[src/rtl/conv1d_mac_sequencer.sv]
`default_nettype none
// +--------------------------------------------------------------------------+
// | conv1d_mac_sequencer: streams kernel taps through the shared multiplier  |
// | and accumulates one conv1d psum.   Revision: 1.0                         |
// +--------------------------------------------------------------------------+
module conv1d_mac_sequencer #(
  parameter int WIDTH_DATA = 16,
  parameter int KERNEL_MAX = 16,
  parameter int ADDR_W     = 4,
  parameter int LEN_W      = 5,
  parameter int ACC_W      = 40
) (
  input  logic                    clk,
  input  logic                    rst,
  input  logic                    start_i,
  input  logic [LEN_W-1:0]        kernel_len_i,
  input  logic [ACC_W-1:0]        psum_in_i,
  output logic                    busy_o,
  output logic                    buf_rd_en_o,
  output logic [ADDR_W-1:0]       buf_rd_addr_o,
  input  logic [WIDTH_DATA-1:0]   weight_rd_data_i,
  input  logic [WIDTH_DATA-1:0]   feature_rd_data_i,
  output logic [WIDTH_DATA-1:0]   mul_weight_o,
  output logic [WIDTH_DATA-1:0]   mul_feature_o,
  input  logic [2*WIDTH_DATA-1:0] mul_result_i,
  output logic                    out_valid_o,
  input  logic                    out_ready_i,
  output logic [ACC_W-1:0]        out_data_o
);

  typedef enum logic [1:0] {
    S_IDLE  = 2'd0,
    S_RUN   = 2'd1,
    S_DRAIN = 2'd2,
    S_OUT   = 2'd3
  } state_t;

  localparam logic [LEN_W-1:0] KMAX = LEN_W'(KERNEL_MAX);

  state_t                  state_q, state_d;
  logic [LEN_W-1:0]        len_q, len_d;
  logic [LEN_W-1:0]        cnt_q, cnt_d;
  logic                    rd_pend_q, rd_pend_d;
  logic                    tap_vld_q, tap_vld_d;
  logic [WIDTH_DATA-1:0]   mul_weight_q, mul_weight_d;
  logic [WIDTH_DATA-1:0]   mul_feature_q, mul_feature_d;
  logic [ACC_W-1:0]        acc_q, acc_d;
  logic [ACC_W-1:0]        out_data_q, out_data_d;
  logic [LEN_W-1:0]        eff_len;
  logic [ACC_W-1:0]        prod_ext;

  assign eff_len  = (kernel_len_i > KMAX) ? KMAX : kernel_len_i;
  assign prod_ext = {{(ACC_W-2*WIDTH_DATA){mul_result_i[2*WIDTH_DATA-1]}}, mul_result_i};

  always_comb begin
    state_d       = state_q;
    len_d         = len_q;
    cnt_d         = cnt_q;
    mul_weight_d  = mul_weight_q;
    mul_feature_d = mul_feature_q;
    acc_d         = acc_q;
    out_data_d    = out_data_q;
    // Read data lands one cycle after the strobe; operands capture it the cycle after that.
    rd_pend_d     = (state_q == S_RUN);
    tap_vld_d     = rd_pend_q;
    if (rd_pend_q) begin
      mul_weight_d  = weight_rd_data_i;
      mul_feature_d = feature_rd_data_i;
    end
    if (tap_vld_q) begin
      acc_d = acc_q + prod_ext;
    end

    case (state_q)
      S_IDLE: begin
        if (start_i) begin
          len_d = eff_len;
          cnt_d = '0;
          acc_d = psum_in_i;
          if (eff_len == '0) begin
            out_data_d = psum_in_i;
            state_d    = S_OUT;
          end else begin
            state_d = S_RUN;
          end
        end
      end
      S_RUN: begin
        if (cnt_q == len_q - LEN_W'(1)) begin
          cnt_d   = '0;
          state_d = S_DRAIN;
        end else begin
          cnt_d = cnt_q + LEN_W'(1);
        end
      end
      S_DRAIN: begin
        // Second drain cycle retires the last tap; publish the sum including it.
        if (cnt_q == LEN_W'(1)) begin
          cnt_d      = '0;
          out_data_d = acc_d;
          state_d    = S_OUT;
        end else begin
          cnt_d = cnt_q + LEN_W'(1);
        end
      end
      S_OUT: begin
        if (out_ready_i) begin
          state_d = S_IDLE;
        end
      end
      default: state_d = S_IDLE;
    endcase
  end

  always_ff @(posedge clk) begin
    if (rst) begin
      state_q       <= S_IDLE;
      len_q         <= '0;
      cnt_q         <= '0;
      rd_pend_q     <= 1'b0;
      tap_vld_q     <= 1'b0;
      mul_weight_q  <= '0;
      mul_feature_q <= '0;
      acc_q         <= '0;
      out_data_q    <= '0;
    end else begin
      state_q       <= state_d;
      len_q         <= len_d;
      cnt_q         <= cnt_d;
      rd_pend_q     <= rd_pend_d;
      tap_vld_q     <= tap_vld_d;
      mul_weight_q  <= mul_weight_d;
      mul_feature_q <= mul_feature_d;
      acc_q         <= acc_d;
      out_data_q    <= out_data_d;
    end
  end

  assign busy_o        = (state_q != S_IDLE);
  assign buf_rd_en_o   = (state_q == S_RUN);
  assign buf_rd_addr_o = cnt_q[ADDR_W-1:0];
  assign mul_weight_o  = mul_weight_q;
  assign mul_feature_o = mul_feature_q;
  assign out_valid_o   = (state_q == S_OUT);
  assign out_data_o    = out_data_q;

endmodule
`default_nettype wire
[config.mk]
export PLATFORM = sky130hd
export DESIGN_NAME = conv1d_mac_sequencer
export DESIGN_NICKNAME = d
export VERILOG_FILES = /design/src/rtl/conv1d_mac_sequencer.sv
export SDC_FILE = /design/constraint.sdc
export NUM_CORES = 1
export LEC_CHECK = 0
export CAP_MARGIN = 25
export CELL_PAD_IN_SITES_DETAIL_PLACEMENT = 0
export CELL_PAD_IN_SITES_GLOBAL_PLACEMENT = 1
export CORE_MARGIN = 5
export CORE_UTILIZATION = 37
export DETAILED_ROUTE_END_ITERATION = 6
export GPL_TIMING_DRIVEN = 1
export PLACE_DENSITY_LB_ADDON = 0.1
export SYNTH_ARGS = -nofsm -noshare
export SYNTH_HDL_FRONTEND = slang
export SYNTH_SLANG_ARGS = --single-unit
[constraint.sdc]
create_clock -name clk -period 4.5 [get_ports clk]
set_input_delay 1.35 -clock clk [delete_from_list [all_inputs] [get_ports clk]]
set_output_delay 1.35 -clock clk [all_outputs]
set_load 0.01 [all_outputs]
==> run summary <==
Status: finished, final reports clean
FP Rows: 54
Core area: 0.02169 mm2
Place WS: -104.6 ps
Clk sink count: 126
Post-synth EDFFs: 0
Via density: 5.406
Final Hold Slack: 438.3 ps
Crit path DAT: 4470 ps
Initial antenna violation count: 3
Dpl hpwl: 19900 um
Post-detailed-routing wire length: 27270 um
Pin count of the biggest net entering global routing: 78
CP startpoint kind: input pin
Die Height: 157.8 um
Antenna-violating nets left: 0
Initial DRC count: 347
HP Class: flip-flop to flip-flop
Crit Path Class: input pin to flip-flop
Vias in the first global route: 7678
Initial Util: 0.3726
Vias: 7920
Post-Layout Cell Count: 1465
Syn Area/Cell: 8.195 um2
Die width: 157.8 um
Routed len/inst: 18.61 um
Tightest Pin Transition: 988.7 ps
Library cells used by synthesis: 82
Area of the mapped netlist: 0.008080 mm2
Residual DRC count: 0
Worst-path fanout max: 2
Max frequency: 241.1 MHz
Max rail drop VDD: 0.2697 mV
Tmin final: 4147 ps
TNS Setup: 0 ps
Max-cap violations: 0
Leakage: 4.191 nW
RSZ-0062 raised after global routing: false
Total Nets Final: 1330
Endpoint class of the critical path: flip-flop
Die Area: 0.02489 mm2
Post-synth ARST share: 0
Top-level port count: 192
R2R Setup Slk: 1430 ps
CP Launch Point: mul_result_i[1]
Syn-to-layout area delta: 34.21%
Clk slew on worst S/H paths: 60 ps
Worst r2r src: acc_q[4]
Endpoints failing hold: 0
Syn_nets: 1147
Post-synthesis register bit count: 126
CTS tree: yes
Final Max Tran Viols: 0
Yosys warnings: 0
Post-synthesis sequential area ratio: 0.3122
Clock Path Buffers: 2
Commonest non-fill, non-tap cell in the layout: clkdlybuf4s50_1
Total CTS buffers: 17
Main synth FF type: dfxtp_1
CTS Root Cell: clkbuf_16
Cell count after synthesis: 986
1st-pass router iterations: 5
Post-CTS Hold Buffers: 0
Grt total ovfl: 0
Most frequent cells in the layout: 190 x clkdlybuf4s50_1, 133 x nor2_1, 124 x dfxtp_1, 84 x a21oi_1, 63 x nand2_1
PnR worst setup slack: 352.9 ps
GP Congestion: 0.9072
PwrDens: 483.1 mW/mm2
Worst EP required: 4820 ps
Rel. slew slack: 0.3409
Overall Global Routing Usage: 0.2181
H-tree Lvls: 4
Clock Latency Late Sink: 430 ps
Setup Buffers After CTS: 0
Post-cts resize count: 0
Period utilisation layout: 0.9216
Buffers added on ports: 191
Placed cell count: 1430
Clk_skew: 12.76 ps
Layout cells sized above 1: 0.09137
Setup violations, final: 0
Hold Crit Start: out_data_o[30]
First-pass GRT wire length: 42510 um
-- cells in the mapped netlist (19+ instances only) --
master    count  area, um2
a211oi_1     46      345.3
a21o_1       19      142.6
a21oi_1      84      420.4
clkbuf_1     38      142.6
dfxtp_1     126       2522
ha_1         47      588.1
inv_1        22      82.58
mux2i_1      48      480.5
nand2_1      64      240.2
nand3_1      27      135.1
nor2_1      133      499.2
nor3_1       24      120.1
o21ai_0      40      200.2
-- state kept, by name (all words and copies together) (netlist names) --
signal and flops:
cnt_q 5, rd_pend_q 1, mul_weight_o 16, state_q 2, len_q 5, tap_vld_q 1
mul_feature_o 16, out_data_o 40, acc_q 40
-- stage by stage --
step | cell area [um2] | total power [mW] | utilization
6_report | 10840 | 5.239 | 0.5000
3_5_place_dp | 10270 | 3.898 | 0.4736
5_1_grt | 10840 | 5.620 | 0.4998
3_3_place_gp | 10270 | 3.903 | 0.4736
2_1_floorplan | 8080 | 3.095 | -
4_1_cts | 10840 | 5.285 | 0.4997
-- worst max-delay path, cell delays in order --
cell	delay (ps)
clkdlybuf4s50_1	450
ha_1	330
a211oi_1	230
o21ai_1	150
o2111ai_1	310
a21boi_1	140
o211ai_1	390
nand2_2	100
a311oi_1	330
mux2_2	400
a2111oi_2	280
-- power breakdown --
part | internal (mW) | switching [mW] | leakage (nW)
Clock | 0.733 | 0.614 | 0.275
Sequential | 1.33 | 0.175 | 1.03
Combinational | 1.06 | 1.33 | 2.89
-- path summary, 6_finish.rpt --
path	to	depth (start not counted)
worst max register to register	out_data_o[35]	10
worst min-delay path	out_data_o[30]	2
worst max-delay path	out_data_o[35]	11
worst min register to register	out_data_o[30]	2
-- metal layers --
metal,track usage,wire (um)
met4,0.05940,484
met5,0,34
met1,0.2967,12940
met3,0.07408,2069
met2,0.3306,11730
-- cells by family (layout without fill, tap and decap cells) --
group | after synthesis | in the layout | synth area share
mux | 53 | 53 | 0.06643
buf+inv | 88 | 284 | 0.05683
compound gates | 305 | 305 | 0.2600
simple gates | 341 | 341 | 0.2022
flops | 126 | 126 | 0.3122
other cells | 0 | 3 | 0
xor+xnor | 25 | 25 | 0.02710
fa+ha+maj | 48 | 48 | 0.07526
-- layout make-up --
class	instances	area [um2]
flip-flops and latches	126	2525
inverters	23	86.33
multi-input cells	772	5115
repair buffers	229	2195
clock inverters	15	140.1
fillers	2102	10840
diodes	3	7.507
well taps	280	350.3
clock buffers	17	425.4
Note: power is estimated with default switching activity, not from simulation.
==> edit (config.mk and constraints unchanged) <==
Set the parameter `WIDTH_DATA` to 14 (it was 16).
--- a/src/rtl/conv1d_mac_sequencer.sv
+++ b/src/rtl/conv1d_mac_sequencer.sv
@@ -6,3 +6,3 @@
 module conv1d_mac_sequencer #(
-  parameter int WIDTH_DATA = 16,
+  parameter int WIDTH_DATA = 14,
   parameter int KERNEL_MAX = 16,
Interface: changed (5 resized); port bits go from 192 to 180. The function was not compared with the original's and may differ.
==> edit against the unedited design <==
Global-route usage is 1.6 points lower. Wire length fell by 10%. Power decreased by 0.33%. Synthesized area down 4.3%. Sequential cell count down 4. Clock skew fell by 4.6 ps. Worst setup slack improved by 170 ps. Cell area fell by 4.5%. Via count fell by 5.9%. Critical path type unchanged. Critical endpoint is now out_data_o[27]. Largest cell class unchanged.
==> edit: results (changes against the unedited design) <==
Run status
  • Status: complete, no violations

Global route
  • Met2 Track Usage GR: 0.3380 (+0.007415)
  • GR Util met3: 0.04387 (-0.03022)
  • Pin count of the biggest net entering global routing: 75 (-3.8%)
  • First-pass GRT wire length: 39140 um (-7.9%)
  • Grt met1 use: 0.2617 (-0.03500)
  • Initial antenna violation count: 0 (-3)
  • GRT Total Usage: 0.2016 (-0.01649)
  • Vias in the first global route: 7329 (-4.5%)

Drt
  • Number of DRC markers in iteration 0: 377 (+8.6%)
  • Final wirelength: 24500 um (-10%)
  • Met2 Routed Length: 11620 um (-0.96%)
  • Vias: 7450 (-5.9%)
  • Top sig layer: met4
  • Metal-1 WL: 11430 um (-12%)
  • Detailed Routing Iterations Pass 1: 6 (+1)
  • Met3 wire len: 1106 um (-47%)

Placement
  • Port-buffer cells: 179 (-6.3%)
  • Placement Cell Area: 9763 sq um (-4.9%)
  • Hpwl dp: 17590 um (-12%)
  • Post-Place Setup Slack: 138.7 ps (+243.2 ps)

Critical path
  • R2R Setup Slk: 1540 ps (+110 ps)
  • Worst EP arrival: 4240 ps (-230 ps)
  • Reg2reg start: state_q[0]
  • Slowest-stage cell, CP: a2111oi_0
  • Crit-path max cell delay: 470 ps (+20 ps)
  • Crit Path Max Fanout: 4 (+2)
  • RR Endpoint: out_data_o[39]
  • Worst reg2reg path depth: 7 (-3)

Finish
  • # fillers: 2024 (-3.7%)
  • Share of cells above drive strength 1: 0.06890 (-0.02247)
  • Layout net count: 1272 (-4.4%)
  • Final non-filler cell total: 1402 (-4.3%)
  • Ant diodes: 0 (-3)

Hold path
  • Hold Crit Start: out_data_o[37]
  • Hold Path End: out_data_o[37]

Power and ir drop
  • LEAKAGE: 3.951 nW (-5.7%)
  • Max IR drop VDD: 0.0002615 V (-3.0%)
  • Psw: 2.076 mW (-1.9%)

Logic synthesis
  • Seq/Total Area, Yosys: 0.3158 (+0.003636)
  • Syn_nets: 1121 (-2.3%)
  • Distinct cells, synth: 68 (-17%)
  • Syn Inst Count: 968 (-1.8%)
  • Largest cells by area after synthesis: dfxtp_1 (32%), ha_1 (7.6%), nor2_1 (6.5%)
  • Synth top cells by count: nor2_1 (133), dfxtp_1 (122), a21oi_1 (99)

Clock network
  • Clock transition at path regs: 60 ps (about the same)

STA
  • WHS: 438.4 ps (+0.09700 ps)
  • Final Skew: 8.168 ps (-4.589 ps)
  • Slew headroom: 0.3917 (+0.05078)
edit: area by class of cell:
cell class | count | area (sq um) | area share
clock buffer | 20 | 446.7 | 0.04315
clock inverter | 12 | 141.4 | 0.01366
sequential | 122 | 2445 | 0.2362
timing repair buffer | 198 | 1944 | 0.1878
tap | 270 | 337.8 | 0.03264
multi-input combinational | 760 | 4961 | 0.4793
inverter | 20 | 75.07 | 0.007252
edit: worst max-delay path by stage:
| stage | start | end | slack (ps) | cells past startpoint |
|---|---|---|---|---|
| final | mul_result_i[1] | out_data_o[27] | 530 | 11 |
| after global routing | mul_result_i[8] | out_data_o[33] | 340 | 11 |
| after CTS | mul_result_i[0] | out_data_o[32] | 570 | 13 |
| after detailed placement | mul_result_i[0] | out_data_o[32] | 140 | 13 |
| after global placement | mul_result_i[0] | out_data_o[32] | 150 | 13 |
| after floorplan | mul_result_i[0] | acc_q[32] | 930 | 12 |
edit: power groups by stage:
stage | Combinational (mW) | Sequential, mW | Clock (mW)
finish | 2.39 | 1.45 | 1.38
floorplan | 1.64 | 1.44 | 0
detailed placement | 2.39 | 1.47 | 0
CTS | 2.41 | 1.45 | 1.42
global placement | 2.40 | 1.47 | 0
global route | 2.66 | 1.48 | 1.46
edit: cells by family (layout without fill, tap and decap cells):
group,count (synthesis),in the layout,synth area share
AO/OA/AOI/OAI,310,310,0.2666
XOR/XNOR,35,35,0.03964
adder cells (fa/ha/maj),48,48,0.07863
buffers and inverters,86,250,0.04481
flip-flops,122,122,0.3158
multiplexers,53,53,0.06973
AND/OR/NAND/NOR,314,314,0.1848
edit: worst register-to-register path, stage by stage, from the launching register on:
cell,delay [ps]
dfxtp_1,340
inv_1,110
ha_2,210
clkinv_1,540
nor2_1,450
o21a_1,360
nand2_1,410
o41ai_2,440
